<file path="src/rtl/puf_verify_pkg.sv">
// puf_verify_pkg: shared widths, read count and FSM states for puf_verifier.
// Defining PUF_VERIFY_MAJORITY_EN selects three reads per verification instead of one.
package puf_verify_pkg;
    localparam int CHALL_W = 8;
    localparam int HD_W    = 4;
`ifdef PUF_VERIFY_MAJORITY_EN
    localparam int NUM_READS = 3;
`else
    localparam int NUM_READS = 1;
`endif
    typedef enum logic [2:0] {S_IDLE, S_ISSUE, S_WAIT, S_COMPARE, S_DONE} state_t;
endpackage

</file>
<file path="src/rtl/popcount8.sv">
// popcount8: combinational Hamming weight of an 8-bit word.
module popcount8
    import puf_verify_pkg::*;
(
    input  logic [CHALL_W-1:0] i_data,
    output logic [HD_W-1:0]    o_count
);
    always_comb begin
        o_count = '0;
        for (int i = 0; i < CHALL_W; i++) o_count = o_count + HD_W'(i_data[i]);
    end
endmodule

</file>
<file path="src/rtl/puf_verifier.sv">
// puf_verifier: issues a challenge to a serialized PUF and checks its response against an enrolled value.
// Macro PUF_VERIFY_MAJORITY_EN enables three reads combined by bitwise 2-of-3 majority.
module puf_verifier
    import puf_verify_pkg::*;
#(
    parameter int HD_MAX         = 1,
    parameter int TIMEOUT_CYCLES = 1023
)
(
    input  logic               clk,
    input  logic               rst,
    input  logic               start,
    input  logic [CHALL_W-1:0] chall,
    input  logic [CHALL_W-1:0] expected,
    output logic               puf_en,
    output logic [CHALL_W-1:0] puf_chall,
    input  logic [CHALL_W-1:0] puf_response,
    input  logic               puf_ready,
    output logic               busy,
    output logic               done,
    output logic               pass,
    output logic               timeout,
    output logic [HD_W-1:0]    hd
);
    state_t             r_state, w_next;
    logic [15:0]        r_cnt;
    logic [CHALL_W-1:0] r_chall, r_exp, w_resp;
    logic [CHALL_W-1:0] r_resp [NUM_READS];
    logic [HD_W-1:0]    r_hd, w_hd;
    logic               r_pass, r_timeout, w_tmo, w_last;

    // r_cnt holds the WAIT cycles already elapsed, so +1 counts the current one
    assign w_tmo = (r_cnt + 16'd1) == 16'(TIMEOUT_CYCLES);

`ifdef PUF_VERIFY_MAJORITY_EN
    logic [1:0] r_rd;
    assign w_last = r_rd == 2'(NUM_READS - 1);
    assign w_resp = (r_resp[0] & r_resp[1]) | (r_resp[0] & r_resp[2]) | (r_resp[1] & r_resp[2]);
    always_ff @(posedge clk) begin
        if (rst) begin
            r_rd <= '0;
            for (int i = 0; i < NUM_READS; i++) r_resp[i] <= '0;
        end else if (r_state == S_IDLE) begin
            r_rd <= '0;
        end else if (r_state == S_WAIT && puf_ready) begin
            r_resp[r_rd] <= puf_response;
            r_rd         <= r_rd + 2'd1;
        end
    end
`else
    assign w_last = 1'b1;
    assign w_resp = r_resp[0];
    always_ff @(posedge clk) begin
        if (rst) r_resp[0] <= '0;
        else if (r_state == S_WAIT && puf_ready) r_resp[0] <= puf_response;
    end
`endif

    popcount8 u_popcount (
        .i_data  (w_resp ^ r_exp),
        .o_count (w_hd)
    );

    always_comb begin
        w_next = r_state;
        case (r_state)
            S_IDLE:    w_next = start ? S_ISSUE : S_IDLE;
            S_ISSUE:   w_next = S_WAIT;
            S_WAIT:    w_next = puf_ready ? (w_last ? S_COMPARE : S_ISSUE) : (w_tmo ? S_DONE : S_WAIT);
            S_COMPARE: w_next = S_DONE;
            S_DONE:    w_next = S_IDLE;
            default:   w_next = S_IDLE;
        endcase
    end

    always_ff @(posedge clk) begin
        if (rst) begin
            r_state   <= S_IDLE;
            r_cnt     <= '0;
            r_chall   <= '0;
            r_exp     <= '0;
            r_hd      <= '0;
            r_pass    <= 1'b0;
            r_timeout <= 1'b0;
        end else begin
            r_state <= w_next;
            r_cnt   <= (r_state == S_WAIT) ? r_cnt + 16'd1 : '0;
            if (r_state == S_IDLE && start) begin
                r_chall   <= chall;
                r_exp     <= expected;
                r_hd      <= '0;
                r_pass    <= 1'b0;
                r_timeout <= 1'b0;
            end
            if (r_state == S_WAIT && !puf_ready && w_tmo) begin
                r_timeout <= 1'b1;
                r_pass    <= 1'b0;
                r_hd      <= '0;
            end
            if (r_state == S_COMPARE) begin
                r_hd   <= w_hd;
                r_pass <= 32'(w_hd) <= HD_MAX;
            end
        end
    end

    assign puf_en    = r_state == S_ISSUE;
    assign busy      = r_state != S_IDLE;
    assign done      = r_state == S_DONE;
    assign puf_chall = r_chall;
    assign pass      = r_pass;
    assign hd        = r_hd;
    assign timeout   = r_timeout;
endmodule
</file>
<file path="config.mk">
export PLATFORM = sky130hd
export DESIGN_NAME = puf_verifier
export DESIGN_NICKNAME = d
export VERILOG_FILES = /design/src/rtl/puf_verify_pkg.sv /design/src/rtl/popcount8.sv /design/src/rtl/puf_verifier.sv
export SDC_FILE = /design/constraint.sdc
export NUM_CORES = 1
export LEC_CHECK = 0
export ABC_AREA = 1
export BUFFER_PORTS_ARGS = -buffer_cell sky130_fd_sc_hd__clkbuf_2
export CORE_MARGIN = 2
export CORE_UTILIZATION = 41
export CTS_CLUSTER_SIZE = 28
export DETAILED_ROUTE_END_ITERATION = 7
export GPL_ROUTABILITY_DRIVEN = 0
export GPL_TIMING_DRIVEN = 0
export PLACE_DENSITY = 0.69
export SLEW_MARGIN = 40
export SYNTH_ARGS = -nofsm -noshare
export SYNTH_HDL_FRONTEND = slang
export SYNTH_HIERARCHICAL = 1
export SYNTH_SLANG_ARGS = --single-unit
</file>
<file path="constraint.sdc">
create_clock -name clk -period 3.3 [get_ports clk]
set_clock_uncertainty 0.2 [all_clocks]
set_input_delay 0.66 -clock clk [delete_from_list [all_inputs] [get_ports clk]]
set_output_delay 0.66 -clock clk [all_outputs]
set_load 0.005 [all_outputs]
</file>
Yosys cells after proc, flatten, opt, wreduce, memory -nomap -nowiden
Memory sizes are Yosys's and may differ from the RTL's.
Index checks and enable logic that the tools add are counted.
Widths: inputs -> output; s select.
- bitwise operators: 2
- equal/unequal tests: 5
- $add $sub $neg: 8
- muxes and demuxes: 18
- magnitude comparators: 1
- reduce and logical (&&, ||, !) cells: 11
- operators by type and width (cell ; count):
    $add 4x1->4 ; 6
    $add 16x1->16 const B ; 1
    $eq 16x10->1 const B ; 1
    $mux 4 ; 3
    $pmux 3 s4 ; 1
    $mux 1 ; 11
    $mux 8 ; 1
    $reduce_or 8->1 ; 1
    $xor 8x8->8 ; 1
    $eq 3x2->1 const B ; 2
    $mux 3 ; 2
    $reduce_bool 3->1 ; 2
    $le 4x1->1 const B ; 1
    $logic_and 1x1->1 ; 4
    $eq 3x1->1 const B ; 1
    $eq 3x3->1 const B ; 1
    $logic_not 3->1 ; 1
    $add 1x1->2 ; 1
    $reduce_bool 2->1 ; 1
    $reduce_or 2->1 ; 1
    $logic_not 1->1 ; 1
    $not 1->1 ; 1
- flip-flop bits (word level): 41
- memory bits (writable): 8
- bits of input ports: 28
- memories kept: 1
- logic and storage cells: 53
- output and inout bits: 17
- memories (memory ; depth ; width ; read ports ; clocked after memory_dff ; write ports ; line ; source):
    r_resp ; 1 ; 8 ; 1 ; 0 ; 1 ; puf_verifier.sv:28 ; logic [CHALL_W-1:0] r_resp [NUM_READS];

Depth between registers and ports, before layout
Gate-level depths: netlist of the first run.
An unclocked memory read counts as a cell.
- depth in word-level cells: 11
- gate-level depth with buffers: 15

Hierarchy
The synthesis of the first run kept the hierarchy.
- by module, submodules not included (module ; area each (sq um) ; times used ; cells an instance):
    puf_verifier ; 2297.2 ; 1 ; 293
    popcount8 ; 201.4 ; 1 ; 29

Worst setup path before layout of the first run
OpenSTA, ideal clock, no wires.
- kind: register -> register
- start point: mem r_resp[0][0]
- end point: reg r_pass, in the netlist pass
- setup time: 0.070 ns
- buffers on the path: 0
- data required time: 3.030 ns
- slack: -0.016 ns
- cell stages (with the launch flop): 15
- arrival time: 3.046 ns
- clock period less this slack: 3.316 ns
- path through: edfxtp_1 xor2_1 inv_1 fa_1 fa_1 fa_1 inv_1 ha_1 inv_1 fa_1 nand2_1 nand2_1 nor3_1 nand2_1 a21oi_1
- word-level cells in the longest chain between the ends: 11
- RTL lines (element ; line ; source):
    start: declaration ; puf_verifier.sv:28 ;
    $mem_v2 1x8 ; n/a ;
    $xor 8x8->8 ; puf_verifier.sv:60 ; .i_data (w_resp ^ r_exp),
    $add 1x1->2 ; popcount8.sv:10 ; for (int i = 0; i < CHALL_W; i++) o_count = o_count + HD_W'(i_data[i]);
    $add 4x1->4 (6 in series) ; popcount8.sv:10 ;
    net w_hd[2] ; puf_verifier.sv:29 ; logic [HD_W-1:0] r_hd, w_hd;
    $le 4x1->1 ; puf_verifier.sv:102 ; r_pass <= 32'(w_hd) <= HD_MAX;
    $mux 1 ; puf_verifier.sv:100 ; if (r_state == S_COMPARE) begin
    end signal: assignment ; puf_verifier.sv:92 ; r_pass <= 1'b0;
    end signal: assignment ; puf_verifier.sv:97 ; r_pass <= 1'b0;
    end signal: assignment ; puf_verifier.sv:102 ;
    end: declaration ; puf_verifier.sv:30 ; logic r_pass, r_timeout, w_tmo, w_last;
The timed path passes the listed nets, and every way through them passes these cells.
A chain may end at the register's enable or synchronous reset.

Worst setup path in the final report of the first run
Ends and elaborated chain as after synthesis.

==> impl_metrics.yaml, run 1 <==
timing:
  finalSetupViolCount: 3
  drv_slew: 0
  worst_slew_pin_slew_ns: 0.590
  whs_ns: 0.248
  finalHoldViolCount: 0
  setup_ws_ns: -0.279
  period_minus_slack_ns: 3.58
  rsz0062_at_grt: "true"
  max_freq_mhz: 279
  timing.final.crit_share_pct: 108
  slew_headroom_pct: 60.4
worst_hold_path:
  min_path_type: "reg -> reg"
cells_and_area:
  area_delta_synth_final_pct: 18.5
  insertedDiodeCount: 0
  final_cells: 451
  final.fill_count: 572
  drive_gt1_share_pct: 24.7
  final_util_pct: 50.0
  final_nets: 412
status:
  status: "complete, but fails checks"
  violations: "negative setup slack"
routing:
  viasPerCell: 4.75
  drt_iter0_drc: 49
  drc_errors: 0
  antenna_left: 0
  vias: 2144
  wirelength_um: 5150
  post_drt_wl_per_cell_um: 11.4
  drt-pass1-iter-count: 4
cts:
  h-tree-depth: 2
  clock-root-buffer: "clkbuf_8"
  clk_pin_slew_ns: 0.08
  clock_sinks: 49
  clock_path_buffers: 2
  hold_buffers: 0
  cts_tree: "done"
  numCtsBuffers: 5
  clock_latency_ns: 0.30
setup_path:
  cp-end-kind: "flip-flop"
  cp.arrival_ns: 3.61
  crit_required_ns: 3.34
  startpoint_type: "flip-flop"
  path_max_fanout: 2
  critPathKind: "reg -> reg"
placement:
  placedCellCount: 441
  io_buffers: 44
  hpwl_um: 3920
die:
  core-area_um2: 5920
  die_h_um: 82.1
  die_w_um: 82.1
  ios: 45
  die_area_um2: 6730
  initial_utilization_pct: 42.2
  placementRows: 28
pwr:
  max-vdd-ir-drop_mv: 0.220
  power.leakage_uw: 0.00128
  p_per_area_nw_per_um2: 574
logic_synthesis:
  synth_cells: 322
  synth_flop_cell: "dfxtp_1"
  synth_area_um2: 2500
  yosysWarnings: 6
  synth_edf_count: 8
  yosys.cell_count.top_type: "inv_1"
  synth_common_cells: "60 x inv_1, 49 x nand2_1, 41 x dfxtp_1"
  synth_top_cells_by_area: "dfxtp_1 33%, edfxtp_1 9.6%, inv_1 9.0%"
  synth-seq-area-share_pct: 42.5
  avgSynthCellArea_um2: 7.76
  yosysUniqueCellTypes: 28
  syn_nets: 359
  yosysTopAreaCell: "dfxtp_1"
  synth_seq_cells: 49
  async_flop_share_pct: 0
  synth.top_cell.area_share_pct: 32.8
grt:
  grt_overflow: 0
  antenna_found_initial: 0
  grt_usage_pct: 15.8
  grt_pass1_vias: 1984
  grt_max_degree: 16
  grt_first_pass_wirelength_um: 8140
job:
  maxCapViolCount: 0
==> logic make-up after synthesis <==
logic type | share of synthesized area (%)
AND/OR/NAND/NOR | 28.1
adder cells (fa/ha/maj) | 5.71
AO/OA/AOI/OAI | 10.3
buffers and inverters | 10.6
flip-flops | 42.5
XOR/XNOR | 2.80
==> critical path: stages, from the launching register on <==
cell	delay, ns
edfxtp_1	0.39
xor2_1	0.14
inv_1	0.07
fa_1	0.55
fa_1	0.43
fa_1	0.43
inv_1	0.08
ha_2	0.20
inv_2	0.04
fa_2	0.54
inv_2	0.05
nor3_2	0.15
nand2_1	0.09
a21oi_2	0.14
==> metal layers <==
metal	up-vias	global-route usage (%)	wire (um)
met5	-	0	0
met4	0	6.00	125
met3	10	4.40	285
met2	52	27.5	2490
met1	961	18.3	2250
li1	1121	-	-
==> sequential cells by signal, summed over array words and instances, names as in the netlist <==
register / count
r_state: 3
puf_chall: 8
pass: 1
hd: 4
timeout: 1
r_resp: 8
r_exp: 8
r_cnt: 16
==> stage by stage <==
stage                     setup TNS, ns  instance area (um^2)  total power [uW]  setup WS [ns]
after floorplan                 -0.0158                  2500               974        -0.0158
after global placement           -0.235                  2810              1100         -0.184
after detailed placement         -0.356                  2810              1100         -0.232
after CTS                        -0.434                  2930              1580         -0.249
after global routing             -0.907                  2960              1790         -0.376
final                            -0.617                  2960              1700         -0.279
==> what timing repair did <==
item / CTS / global route
setup endpoints to repair: 3 / 3
setup buffers: 1 / 1
pin swaps: 2 / 4
resized for setup: 3 / 8
==> path summary, 6_finish.rpt <==
| path | from | end | slack, ns | cells past startpoint |
|---|---|---|---|---|
| hold reg to reg | puf_chall[7] | puf_chall[7] | 0.25 | 2 |
| setup / recovery | r_resp[0][0] | pass | -0.28 | 13 |
| hold / removal | puf_chall[7] | puf_chall[7] | 0.25 | 2 |
| setup reg to reg | r_resp[0][0] | pass | -0.28 | 13 |
==> where the power goes <==
group	switching (uW)	internal (uW)	total [uW]	leakage, uW
clock network	202	224	426	0.0000561
registers	25.7	653	678	0.000418
logic	319	277	596	0.000808
total	547	1150	1700	0.00128
==> layout make-up <==
type | count | area (um^2) | share of cell area [%]
buffer | 7 | 36.3 | 1.23
clock buffer | 5 | 68.8 | 2.32
clock inverter | 3 | 40.0 | 1.35
inverter | 61 | 229 | 7.73
multi-input combinational | 205 | 1190 | 40.3
sequential | 49 | 1060 | 35.8
tap | 75 | 93.8 | 3.17
timing repair buffer | 46 | 239 | 8.07
==> placed cells by master (no fill, tap or decap), drive strengths merged <==
master and instances:
fa 4, a21oi 29, inv 62, dfxtp 41, edfxtp 8, xor2 8
nand4 12, o21ai 18, nand3 15, nor3 6, clkinv 1, buf 3
ha 5, nand3b 1, nand2 61, nor2 44, clkbuf 55, o21bai 2
bufinv 1
(Power assumes the default switching activity.)
==> run 2: changes to the inputs <==
- CTS_BUF_LIST: not set -> sky130_fd_sc_hd__clkbuf_16
- CTS_CLUSTER_SIZE: 28 -> 20
==> run 2 against run 1 <==
The flow still finishes with violations (negative setup slack). Fmax up 0.31%. Power up 3.3%. Global-route usage down 0.25 points. Critical path type unchanged.
==> impl_metrics.yaml, run 2 (synthesis results as in run 1) <==
setup_path:
  critPathKind: "reg -> reg"
  cp.arrival_ns: 3.58
  critical_path.max_stage_delay_ns: 0.56
  crit_chain: "xor2_1, inv_1, fa_1, fa_1, fa_1, inv_1, ha_2, inv_2, fa_2, inv_2, nor3_2, nand2_1, a21oi_2"
  startpoint_type: "flip-flop"
  path_max_fanout: 2
  r2r_start: "r_resp[0][0]"
  crit_required_ns: 3.32
  cp-end-kind: "flip-flop"
  r2r_end: "pass"
  crit_slowest_cell: "fa_1"
  cp-startpoint: "r_resp[0][0]"
  endpoint: "pass"
  path_common_cell: "fa_1"
  reg2reg_setup_slack_ns: -0.27
  r2r_cells: 13
cells_and_area:
  area_delta_synth_final_pct: 20.1
  final_cells: 450
  largest_reg_flops: 16
  most-common-layout-cells: "57 x inv_1, 48 x nand2_1, 44 x clkbuf_2, 41 x dfxtp_1, 32 x nor2_1"
  drive_gt1_share_pct: 24.0
  insertedDiodeCount: 0
  final_util_pct: 50.7
  top_register: "r_cnt"
  final_nets: 411
  layout_commonest_cell: "inv_1"
die:
  die_area_um2: 6730
  core-area_um2: 5920
  die_h_um: 82.1
  ios: 45
  initial_utilization_pct: 42.2
  die_w_um: 82.1
  placementRows: 28
cts:
  clock-root-buffer: "clkbuf_16"
  numCtsBuffers: 5
  h-tree-depth: 2
  cts_tree: "done"
  clock_latency_ns: 0.28
  hold_buffers: 0
  clock_path_buffers: 2
  clk_pin_slew_ns: 0.06
  clock_sinks: 49
timing:
  period_minus_slack_ns: 3.57
  whs_ns: 0.245
  drv_slew: 0
  max_freq_mhz: 280
  finalHoldViolCount: 0
  rsz0062_at_grt: "true"
  worst_slew_pin_slew_ns: 0.529
  finalSetupViolCount: 3
  timing.final.crit_share_pct: 108
  setup_ws_ns: -0.268
  slew_headroom_pct: 64.5
grt:
  grt.busiest_layer: "met2"
  grt_pass1_vias: 1952
  gr-usage-met3_pct: 2.97
  use_met2_pct: 27.7
  antenna_found_initial: 0
  use_met1_pct: 18.4
  grt_usage_pct: 15.5
  grt_first_pass_wirelength_um: 8090
  grt_max_degree: 16
  grt_overflow: 0
routing:
  drt_iter0_drc: 56
  viasPerCell: 4.72
  antenna_left: 0
  vias: 2123
  post_drt_wl_per_cell_um: 11.2
  wirelength_um: 5060
  drt-pass1-iter-count: 4
  drc_errors: 0
status:
  status: "complete, but fails checks"
  violations: "negative setup slack"
placement:
  placedCellCount: 441
  pre_cts_slack_ns: -0.232
  io_buffers: 44
  hpwl_um: 3920
worst_hold_path:
  hp-start: "puf_chall[7]"
  min_path_type: "reg -> reg"
pwr:
  p_total_uw: 1760
  max-vdd-ir-drop_mv: 0.339
  p_per_area_nw_per_um2: 585
  power.leakage_uw: 0.00130
job:
  maxCapViolCount: 0
run 2: cell types whose count changed in the layout (fill, tap and decap cells not counted), sizes merged:
cell	before	now
buf	3	2
run 2: worst min-delay path by stage:
stage	endpoint	slack [ns]	cells after the start
after detailed placement	puf_chall[7]	0.24	2
after global placement	puf_chall[7]	0.23	2
final	puf_chall[7]	0.24	2
after floorplan	r_exp[0]	0.24	2
after CTS	puf_chall[7]	0.25	2
after global routing	puf_chall[5]	0.28	2
run 2: layout make-up:
class	instances	area, um^2
flip-flops and latches	49	1060
multi-input cells	205	1190
repair buffers	45	228
clock buffers	5	125
plain buffers	7	36.3
fillers	560	2920
clock inverters	3	40.0
well taps	75	93.8
inverters	61	229
run 2: through the flow:
stage	cell area, um^2	TNS (ns)
finish	3000	-0.460
global route	3000	-0.761
CTS	2990	-0.415
detailed placement	2810	-0.356
global placement	2810	-0.235
floorplan	2500	-0.0158
run 2: timing repair:
action | 4_1_cts | 5_1_grt
setup endpoints to repair | 3 | 3
pin swaps | 2 | 1
gates cloned | 0 | 0
buffers inserted | 1 | 0
gates resized for setup | 3 | 5
run 2: routing by layer:
| metal | vias to the layer above | routed length, um |
|---|---|---|
| met5 | - | 0 |
| met4 | 0 | 61 |
| met3 | 6 | 232 |
| met2 | 44 | 2520 |
| met1 | 953 | 2250 |
| li1 | 1120 | - |
run 2: critical path: cells and delay by family, from the launching register on:
| family | cells | cell delay, ns |
|---|---|---|
| AND/OR/NAND/NOR | 2 | 0.24 |
| buffers and inverters | 4 | 0.24 |
| AO/OA/AOI/OAI | 1 | 0.14 |
| adder cells (fa/ha/maj) | 5 | 2.16 |
| XOR/XNOR | 1 | 0.15 |
| flip-flops | 1 | 0.39 |
run 2: where the power goes:
part	total (uW)	internal, uW	switching, uW
Combinational	511	222	289
Sequential	679	653	25.5
Clock	567	355	211
